### config.mk
export PLATFORM = sky130hd
export DESIGN_NAME = rr_arbiter_8_flat
export DESIGN_NICKNAME = d
export VERILOG_FILES = /design/src/rtl/rr_arbiter_8_pkg.sv /design/src/rtl/rr_arbiter_8_if.sv /design/src/rtl/rr_arbiter_8_p_encoder_8.sv /design/src/rtl/rr_arbiter_8.sv /design/src/flat_wrapper.sv
export SDC_FILE = /design/constraint.sdc
export NUM_CORES = 1
export LEC_CHECK = 0
export BUFFER_PORTS_ARGS = -buffer_cell sky130_fd_sc_hd__buf_2
export CORE_MARGIN = 2
export CORE_UTILIZATION = 57
export CTS_CLUSTER_SIZE = 20
export DETAILED_ROUTE_END_ITERATION = 6
export GPL_ROUTABILITY_DRIVEN = 0
export PLACE_DENSITY_LB_ADDON = 0.2
export SETUP_SLACK_MARGIN = 0.1
export SYNTH_ARGS = -nofsm -noshare
export SYNTH_HDL_FRONTEND = slang
export SYNTH_SLANG_ARGS = --single-unit
### constraint.sdc
create_clock -name clk -period 3.7 [get_ports clk]
set_input_delay 0.74 -clock clk [delete_from_list [all_inputs] [get_ports clk]]
set_output_delay 0.74 -clock clk [all_outputs]
set_load 0.1 [all_outputs]
### src/rtl/rr_arbiter_8_pkg.sv
// rr_arbiter_8_pkg: shared constants and FSM state encoding for the round-robin arbiter
package rr_arbiter_8_pkg;
  localparam int N_REQ = 8;
  localparam int IDX_W = 3;
  localparam logic [0:0] IDLE = 1'b0;
  localparam logic [0:0] BUSY = 1'b1;
endpackage

### src/rtl/rr_arbiter_8_if.sv
// rr_arbiter_8_if: request/grant bundle between clients and the arbiter
interface rr_arbiter_8_if;
  import rr_arbiter_8_pkg::*;
  logic [N_REQ-1:0] req;
  logic [N_REQ-1:0] gnt;
  logic [IDX_W-1:0] gnt_idx;
  logic gnt_valid;
  logic timeout;
  modport master (output req, input gnt, gnt_idx, gnt_valid, timeout);
  modport slave (input req, output gnt, gnt_idx, gnt_valid, timeout);
endinterface

### src/rtl/rr_arbiter_8_p_encoder_8.sv
// p_encoder_8: 8:3 priority encoder, highest set index wins
module p_encoder_8
  import rr_arbiter_8_pkg::*;
(
  input  logic [N_REQ-1:0] in,
  output logic [IDX_W-1:0] out,
  output logic             valid
);
  // scan upward so the highest set bit overwrites lower ones
  always_comb begin
    out = '0;
    for (int i = 0; i < N_REQ; i++) out = in[i] ? IDX_W'(i) : out;
  end
  assign valid = |in;
endmodule

### src/rtl/rr_arbiter_8.sv
// rr_arbiter_8: 8-way round-robin arbiter with grant hold and optional hold timeout
module rr_arbiter_8
  import rr_arbiter_8_pkg::*;
#(
  parameter int MAX_HOLD = 16,
  parameter int CNT_W    = 8
) (
  input logic clk,
  input logic rst,
  rr_arbiter_8_if.slave bus
);
  localparam logic [CNT_W-1:0] HOLD_MAX = CNT_W'(MAX_HOLD);
  logic [0:0]       state_q, state_d;
  logic [IDX_W-1:0] ptr_q, ptr_d;
  logic [IDX_W-1:0] idx_q, idx_d;
  logic [N_REQ-1:0] gnt_q, gnt_d;
  logic [CNT_W-1:0] hold_cnt_q, hold_cnt_d;
  logic             timeout_q, timeout_d;
  logic [2*N_REQ-1:0] dbl;
  logic [N_REQ-1:0] rot;
  logic [IDX_W-1:0] enc_out, winner;
  logic             enc_valid, owner_req, expired;
  // rotate so the slot at ptr lands on bit 7, then map the encoded index back
  always_comb begin
    dbl    = {bus.req, bus.req} << (~ptr_q);
    rot    = dbl[2*N_REQ-1:N_REQ];
    winner = enc_out + ptr_q + 3'd1;
  end
  p_encoder_8 u_enc (.in(rot), .out(enc_out), .valid(enc_valid));
  assign owner_req = bus.req[idx_q];
  assign expired   = (MAX_HOLD != 0) && (hold_cnt_q == HOLD_MAX);
  // grant in IDLE, release on owner drop or hold expiry, otherwise keep counting
  always_comb begin
    state_d    = state_q;
    ptr_d      = ptr_q;
    idx_d      = idx_q;
    gnt_d      = gnt_q;
    hold_cnt_d = hold_cnt_q;
    timeout_d  = 1'b0;
    if (state_q == IDLE) begin
      if (enc_valid) begin
        state_d    = BUSY;
        gnt_d      = N_REQ'(1) << winner;
        idx_d      = winner;
        hold_cnt_d = CNT_W'(1);
      end
    end else if (!owner_req || expired) begin
      state_d    = IDLE;
      ptr_d      = idx_q - 3'd1;
      idx_d      = '0;
      gnt_d      = '0;
      hold_cnt_d = '0;
      timeout_d  = owner_req;
    end else begin
      hold_cnt_d = (hold_cnt_q == '1) ? hold_cnt_q : hold_cnt_q + 1'b1;
    end
  end
  // state registers with synchronous reset; ptr restarts at 7
  always_ff @(posedge clk) begin
    if (rst) begin
      state_q    <= IDLE;
      ptr_q      <= 3'd7;
      idx_q      <= '0;
      gnt_q      <= '0;
      hold_cnt_q <= '0;
      timeout_q  <= 1'b0;
    end else begin
      state_q    <= state_d;
      ptr_q      <= ptr_d;
      idx_q      <= idx_d;
      gnt_q      <= gnt_d;
      hold_cnt_q <= hold_cnt_d;
      timeout_q  <= timeout_d;
    end
  end
  assign bus.gnt       = gnt_q;
  assign bus.gnt_idx   = idx_q;
  assign bus.gnt_valid = state_q;
  assign bus.timeout   = timeout_q;
endmodule

### src/flat_wrapper.sv
// flat-port wrapper written by rule: the top's interface ports become plain ports
module rr_arbiter_8_flat import rr_arbiter_8_pkg::*;
#(
  parameter int MAX_HOLD = 16,
  parameter int CNT_W    = 8
)
  (clk, rst, bus_req, bus_gnt, bus_gnt_idx, bus_gnt_valid, bus_timeout);
  rr_arbiter_8_if bus_i ();
  input logic clk;
  input logic rst;
  input wire logic [$bits(bus_i.req)-1:0] bus_req;
  output wire logic [$bits(bus_i.gnt)-1:0] bus_gnt;
  output wire logic [$bits(bus_i.gnt_idx)-1:0] bus_gnt_idx;
  output wire logic [$bits(bus_i.gnt_valid)-1:0] bus_gnt_valid;
  output wire logic [$bits(bus_i.timeout)-1:0] bus_timeout;
  assign bus_i.req = bus_req;
  assign bus_gnt = bus_i.gnt;
  assign bus_gnt_idx = bus_i.gnt_idx;
  assign bus_gnt_valid = bus_i.gnt_valid;
  assign bus_timeout = bus_i.timeout;
  rr_arbiter_8 #(.MAX_HOLD(MAX_HOLD), .CNT_W(CNT_W)) u_core (.clk(clk), .rst(rst), .bus(bus_i));
endmodule
* Word level (Yosys, flattened, before mapping) *
Cells that the tools add are included.

word-level totals
  logic and storage cells = 50
  output and inout bits = 13
  register bits after elaboration = 24

cells by class
  shift-type cells = 2
  magnitude comparators = 1
  bitwise operators = 3
  add/subtract/negate cells = 4
  reduce and logical (&&, ||, !) cells = 8
  mux-type cells = 22
  eq/ne operators = 4

operator list
  operator                                              number
  2-to-1 mux 8 bit                                      7
  2-to-1 mux 3 bit                                      7
  left shift 16 x 3 -> 16 bit                           1
  adder 8 x 1 -> 8 bit (second input constant)          1
  equality test 8 x 5 -> 1 bit (second input constant)  1
  equality test 8 bit (second input constant)           1
  OR reduction 8 bit                                    1
  left shift 1 x 3 -> 8 bit (first input constant)      1
  AND reduction 2 bit                                   3
  2-to-1 mux 1 bit                                      5
  < comparator 3 x 4 -> 1 bit (second input constant)   1
  2-to-1 mux 2 bit                                      2
  adder 3 x 1 -> 3 bit (second input constant)          1
  adder 3 bit                                           1
  binary-select mux 1 bit (select 3 bit)                1
  != test 3 bit (second input constant)                 1
  inverter 3 bit                                        1
  OR reduction 3 bit                                    1
  subtractor 3 x 1 -> 3 bit (second input constant)     1
  != test 2 bit (second input constant)                 1
  inverter 1 bit                                        2
  nonzero test 2 bit                                    1
  zero test 1 bit                                       1
  logical OR 1 bit                                      1

* Depth between registers and ports, before layout *
  depth in word-level cells = 14
  depth in mapped cells = 13

* Hierarchy *
Synthesis repeated with hierarchy kept, for this count alone.

unflattened totals
  cells, all modules = 162
  area, all modules = 1589.0 um^2

modules (own cells, without submodules)
  module        cells an instance  area each (um^2)  instances
  rr_arbiter_8  150                1522.7            1
  p_encoder_8   12                 66.3              1

* Worst setup path before layout *
Ideal clock, no wire load.

  path kind = reg-to-reg
  from = register u_core.ptr_q[1]
  to = register u_core.gnt_q[6] (netlist: u_core.bus.gnt[6])
  data arrival time = 2843 ps
  data required time = 3638 ps
  slack = 794 ps
  stages on the path, launching flop included = 13
  path through = dfxtp_1 > buf_6 > clkbuf_1 > mux2_2 > mux2i_1 > nand2_1 > a22oi_1 > o21ai_0 > ha_1 > fa_1 > nor3_1 > and3_1 > a22o_1

on the way
  cells in the longest elaborated chain, start to end = 14
  elaborated cells on any way between the ends = 17
  classes of those cells = add/sub: 2; shift: 2; mux: 9; bitwise: 1; reduce/logical: 3

RTL lines
  element                        RTL line                        source
  start, declared                rr_arbiter_8.sv:14              logic [IDX_W-1:0] ptr_q, ptr_d;
  start signal, assigned         rr_arbiter_8.sv:69              ptr_q <= ptr_d;
  inverter 3 bit                 rr_arbiter_8.sv:25              dbl = {bus.req, bus.req} << (~ptr_q);
  left shift 16 x 3 -> 16 bit    rr_arbiter_8.sv:25
  2-to-1 mux 1 bit               rr_arbiter_8_p_encoder_8.sv:12  for (int i = 0; i < N_REQ; i++) out = in[i] ? IDX_W'(i) : out;
  2-to-1 mux 2 bit (2 in a row)  rr_arbiter_8_p_encoder_8.sv:12
  2-to-1 mux 3 bit (4 in a row)  rr_arbiter_8_p_encoder_8.sv:12
  adder 3 bit                    rr_arbiter_8.sv:27              winner = enc_out + ptr_q + 3'd1;
  adder 3 x 1 -> 3 bit           rr_arbiter_8.sv:27
  left shift 1 x 3 -> 8 bit      rr_arbiter_8.sv:43              gnt_d = N_REQ'(1) << winner;
  2-to-1 mux 8 bit               rr_arbiter_8.sv:41              if (enc_valid) begin
  2-to-1 mux 8 bit               rr_arbiter_8.sv:40              if (state_q == IDLE) begin
  end signal, assigned           rr_arbiter_8.sv:71              gnt_q <= gnt_d;
  end, declared                  rr_arbiter_8.sv:16              logic [N_REQ-1:0] gnt_q, gnt_d;

Several ways; a longest one is shown, not always the timed one. The select of a mux whose other input is x is not followed.
A chain may end at the register's enable or synchronous reset.

* Worst setup path after layout *
Same ends and word-level chain as after synthesis.

==> run_summary.xml <==
<?xml version="1.0" encoding="UTF-8"?>
<metrics>
  <group name="run_status">
    <metric name="outcome" unit="">complete, no violations</metric>
  </group>
  <group name="floorplan">
    <metric name="die-width" unit="um">58.5</metric>
    <metric name="pin_count" unit="">23</metric>
    <metric name="num_rows" unit="">19</metric>
    <metric name="die_area" unit="sq mm">0.00342</metric>
    <metric name="die_extent_in_y" unit="um">58.5</metric>
    <metric name="initial_standard_cell_utilization_of_the_core" unit="%">60.8</metric>
    <metric name="area_of_the_core" unit="sq mm">0.00278</metric>
  </group>
  <group name="pwr">
    <metric name="p_leak" unit="nW">0.815</metric>
    <metric name="power.density_cell_area" unit="mW/mm^2">581</metric>
    <metric name="ir_drop" unit="mV">0.438</metric>
  </group>
  <group name="cts">
    <metric name="ctsLongestPathBuffers" unit="">2</metric>
    <metric name="tritoncts.num_buffers" unit="">3</metric>
    <metric name="clockRootBuffer" unit="">sky130_fd_sc_hd__clkbuf_4</metric>
    <metric name="cts_hold_buffers" unit="">0</metric>
    <metric name="post_cts.repair.setup_buffers" unit="">0</metric>
    <metric name="tritoncts" unit="">built</metric>
    <metric name="cts_sinks" unit="">24</metric>
    <metric name="cts_htree_levels" unit="">1</metric>
    <metric name="postCtsResizedCells" unit="">0</metric>
    <metric name="path_clk_slew" unit="ns">0.13</metric>
    <metric name="worstSkewPairLatency" unit="ns">0.32</metric>
  </group>
  <group name="worst_setup_path">
    <metric name="critical_path.top_delay_family" unit="">flip-flops</metric>
    <metric name="worstPathMaxFanout" unit="">19</metric>
    <metric name="crit_path_frequent_cell" unit="">sky130_fd_sc_hd__o21ai_0</metric>
    <metric name="worst_setup_path_start_kind" unit="">flip-flop</metric>
    <metric name="timing_worst_setup_path_type" unit="">reg -&gt; reg</metric>
    <metric name="worstPathCellList" unit="">mux2_2 &gt; mux2i_1 &gt; o21ai_0 &gt; a22oi_1 &gt; o21ai_0 &gt; ha_1 &gt; fa_1 &gt; nor3_1 &gt; and3_1 &gt; a22o_1</metric>
    <metric name="reg2reg_from" unit="">u_core.ptr_q[1]</metric>
    <metric name="critPathLaunch" unit="">u_core.ptr_q[1]</metric>
    <metric name="cp_slowest_stage_delay" unit="ns">0.78</metric>
    <metric name="path_buf_inv" unit="">0</metric>
    <metric name="crit_path_top_delay_cell" unit="">sky130_fd_sc_hd__dfxtp_1</metric>
    <metric name="timing.critical_path.to_type" unit="">flip-flop</metric>
    <metric name="wp_data_arrival" unit="ns">3.48</metric>
    <metric name="cp_data_required_time" unit="ns">3.97</metric>
  </group>
  <group name="timing">
    <metric name="worst_pin_slew" unit="ns">0.668</metric>
    <metric name="finalCritPeriodShare" unit="%">86.7</metric>
    <metric name="clock_skew" unit="ns">0.00728</metric>
    <metric name="setup_viol" unit="">0</metric>
    <metric name="fmax" unit="MHz">312</metric>
    <metric name="fin_tns_setup" unit="ns">0</metric>
    <metric name="timing_hold_violations_final" unit="">0</metric>
    <metric name="final_max_slew_viol_count" unit="">0</metric>
    <metric name="rsz0062_at_grt" unit="">no</metric>
    <metric name="min_period" unit="ns">3.21</metric>
    <metric name="slew-limit-headroom" unit="%">55.4</metric>
    <metric name="hold-worst-slack" unit="ns">0.482</metric>
  </group>
  <group name="yosys">
    <metric name="syn-cell-area" unit="sq mm">0.00169</metric>
    <metric name="synth.largest_area_cell" unit="">sky130_fd_sc_hd__dfxtp_1</metric>
    <metric name="sequential_share_of_the_synthesized_area" unit="%">28.4</metric>
    <metric name="ys_ff_latch" unit="">24</metric>
    <metric name="mappedNetlistNets" unit="">202</metric>
    <metric name="synth_most_common_cell" unit="">sky130_fd_sc_hd__dfxtp_1</metric>
    <metric name="synth_warnings" unit="">0</metric>
    <metric name="synth_largest_type_area_fraction" unit="%">28.4</metric>
    <metric name="post_synth_num_cell_types" unit="">55</metric>
    <metric name="synth_commonest_cells" unit="">24 x sky130_fd_sc_hd__dfxtp_1, 15 x sky130_fd_sc_hd__nor2_1, 14 x sky130_fd_sc_hd__nand2_1, 12 x sky130_fd_sc_hd__inv_1, 11 x sky130_fd_sc_hd__mux2i_1</metric>
    <metric name="post_synth_inst_count" unit="">187</metric>
    <metric name="proportion_of_register_bits_with_asynchronous_set_or_reset_after_synthesis" unit="%">0</metric>
    <metric name="synth-edff-count" unit="">0</metric>
    <metric name="syn_area_per_cell" unit="sq um">9.05</metric>
    <metric name="ys_top_cells_by_area" unit="">sky130_fd_sc_hd__dfxtp_1 28%, sky130_fd_sc_hd__mux2i_1 6.5%, sky130_fd_sc_hd__mux4_2 5.3%</metric>
    <metric name="ys_flop_type" unit="">sky130_fd_sc_hd__dfxtp_1</metric>
  </group>
  <group name="hold_path">
    <metric name="hold_path_startpoint" unit="">u_core.bus.gnt[2]</metric>
    <metric name="min_delay_worst_type" unit="">reg -&gt; reg</metric>
  </group>
  <group name="drt">
    <metric name="drtPass1Iterations" unit="">4</metric>
    <metric name="drtAntennaViolNets" unit="">0</metric>
    <metric name="detail_route.iter0.violations" unit="">111</metric>
    <metric name="post-route-drc-count" unit="">0</metric>
    <metric name="routed_via_density" unit="">6.34</metric>
    <metric name="route.vias.total" unit="">1497</metric>
    <metric name="drt-wirelength-per-cell" unit="um">15.6</metric>
    <metric name="wirelength" unit="um">3670</metric>
  </group>
  <group name="final_layout">
    <metric name="n_antenna_cell" unit="">0</metric>
    <metric name="final.fill_count" unit="">248</metric>
    <metric name="register_area" unit="sq um">480</metric>
    <metric name="drive_above_1_share" unit="%">22.0</metric>
    <metric name="area_growth_syn_to_layout" unit="%">9.10</metric>
    <metric name="finish.net_count" unit="">221</metric>
    <metric name="multi_input_comb_area" unit="sq mm">0.00111</metric>
  </group>
  <group name="global_routing">
    <metric name="grt.overflow.total" unit="">0</metric>
    <metric name="grt_first_pass_wirelength" unit="um">5840</metric>
    <metric name="number_of_global_route_vias_before_repair" unit="">1298</metric>
    <metric name="grt_antenna_before_repair" unit="">0</metric>
    <metric name="grt_max_degree" unit="">20</metric>
    <metric name="gr-usage-all-layers" unit="%">21.9</metric>
  </group>
  <group name="placement">
    <metric name="detailedPlacementHpwl" unit="um">2810</metric>
    <metric name="port_buffers" unit="">22</metric>
  </group>
  <group name="flow_run">
    <metric name="max_cap_violations" unit="">0</metric>
  </group>
</metrics>
[where the power goes]
part           leakage, nW  switching (W)  internal (W)  total (W)
combinational        0.592       0.000363      0.000165   0.000528
sequential           0.196      0.0000609      0.000294   0.000355
clock               0.0279      0.0000795      0.000110   0.000189
total                0.815       0.000503      0.000568    0.00107
[kinds of logic after synthesis]
kind of cell    share of synthesized area [%]
fa+ha+maj                                4.14
compound gates                           21.3
xor+xnor                                 1.55
flops                                    28.4
mux                                      18.0
simple gates                             20.9
buf+inv                                  5.69
[per-layer routing]
| layer | up-vias | share of wire [%] | wire (um) | track usage (%) |
|---|---|---|---|---|
| met2 | 28 | 48 | 1780 | 35.8 |
| met5 | - | 0 | 0 | 0 |
| met3 | 2 | 2.8 | 104 | 3.52 |
| met4 | 0 | 0.46 | 17 | 5.65 |
| met1 | 729 | 48 | 1770 | 30.2 |
| li1 | 738 | - | - | - |
[worst paths after layout]
kind | to | slack, ns | depth (start not counted)
max | u_core.bus.gnt[6] | 0.49 | 10
min | u_core.bus.gnt[2] | 0.48 | 1
max reg2reg | u_core.bus.gnt[6] | 0.49 | 10
min reg2reg | u_core.bus.gnt[2] | 0.48 | 1
[cell usage in the layout (no fill, tap or decap), types with 2 or more instances in the layout]
cell                         n
sky130_fd_sc_hd__a22o_1      8
sky130_fd_sc_hd__mux2i_1    11
sky130_fd_sc_hd__or4_1       4
sky130_fd_sc_hd__and3_1      3
sky130_fd_sc_hd__ha_1        4
sky130_fd_sc_hd__inv_1      12
sky130_fd_sc_hd__nor3b_1     3
sky130_fd_sc_hd__mux2_2      7
sky130_fd_sc_hd__nand3_1     5
sky130_fd_sc_hd__nor2b_1     4
sky130_fd_sc_hd__a22oi_1     2
sky130_fd_sc_hd__o22ai_1     2
sky130_fd_sc_hd__mux4_2      4
sky130_fd_sc_hd__nand2_1    14
sky130_fd_sc_hd__a31oi_1     2
sky130_fd_sc_hd__a32o_1      2
sky130_fd_sc_hd__buf_2      22
sky130_fd_sc_hd__clkbuf_4    3
sky130_fd_sc_hd__o2bb2ai_1   2
sky130_fd_sc_hd__nor2_1     15
sky130_fd_sc_hd__o21ai_0     4
sky130_fd_sc_hd__a21o_1      4
sky130_fd_sc_hd__xor2_1      2
sky130_fd_sc_hd__nor4_1      2
sky130_fd_sc_hd__a21oi_1     6
sky130_fd_sc_hd__dfxtp_1    24
sky130_fd_sc_hd__nor3_1      6
[through the flow]
step | total power [W] | setup slack, ns | instances | util, % | area [sq um]
global placement | 0.000870 | 0.656 | 232 | 64.5 | 1790
CTS | 0.00107 | 0.532 | 236 | 66.4 | 1850
detailed placement | 0.000882 | 0.560 | 232 | 64.5 | 1790
floorplan | 0.000800 | 0.794 | 187 | - | 1690
global route | 0.00113 | 0.247 | 236 | 66.4 | 1850
finish | 0.00107 | 0.492 | 236 | 66.4 | 1850
[area by class of cell]
class / instances / share of cell area [%]
multi-input combinational: 142 / 60.4
clock buffer: 3 / 1.22
clock inverter: 1 / 1.63
tap: 31 / 2.10
inverter: 13 / 2.64
timing repair buffer: 22 / 5.97
sequential: 24 / 26.0
[flip-flops by register name (all words and copies together), names as in the netlist]
name	cells
u_core.bus.gnt_idx	3
u_core.bus.gnt_valid	1
u_core.bus.gnt	8
u_core.bus.timeout	1
u_core.ptr_q	3
u_core.hold_cnt_q	8
Power figures use the tool's default switching activity.
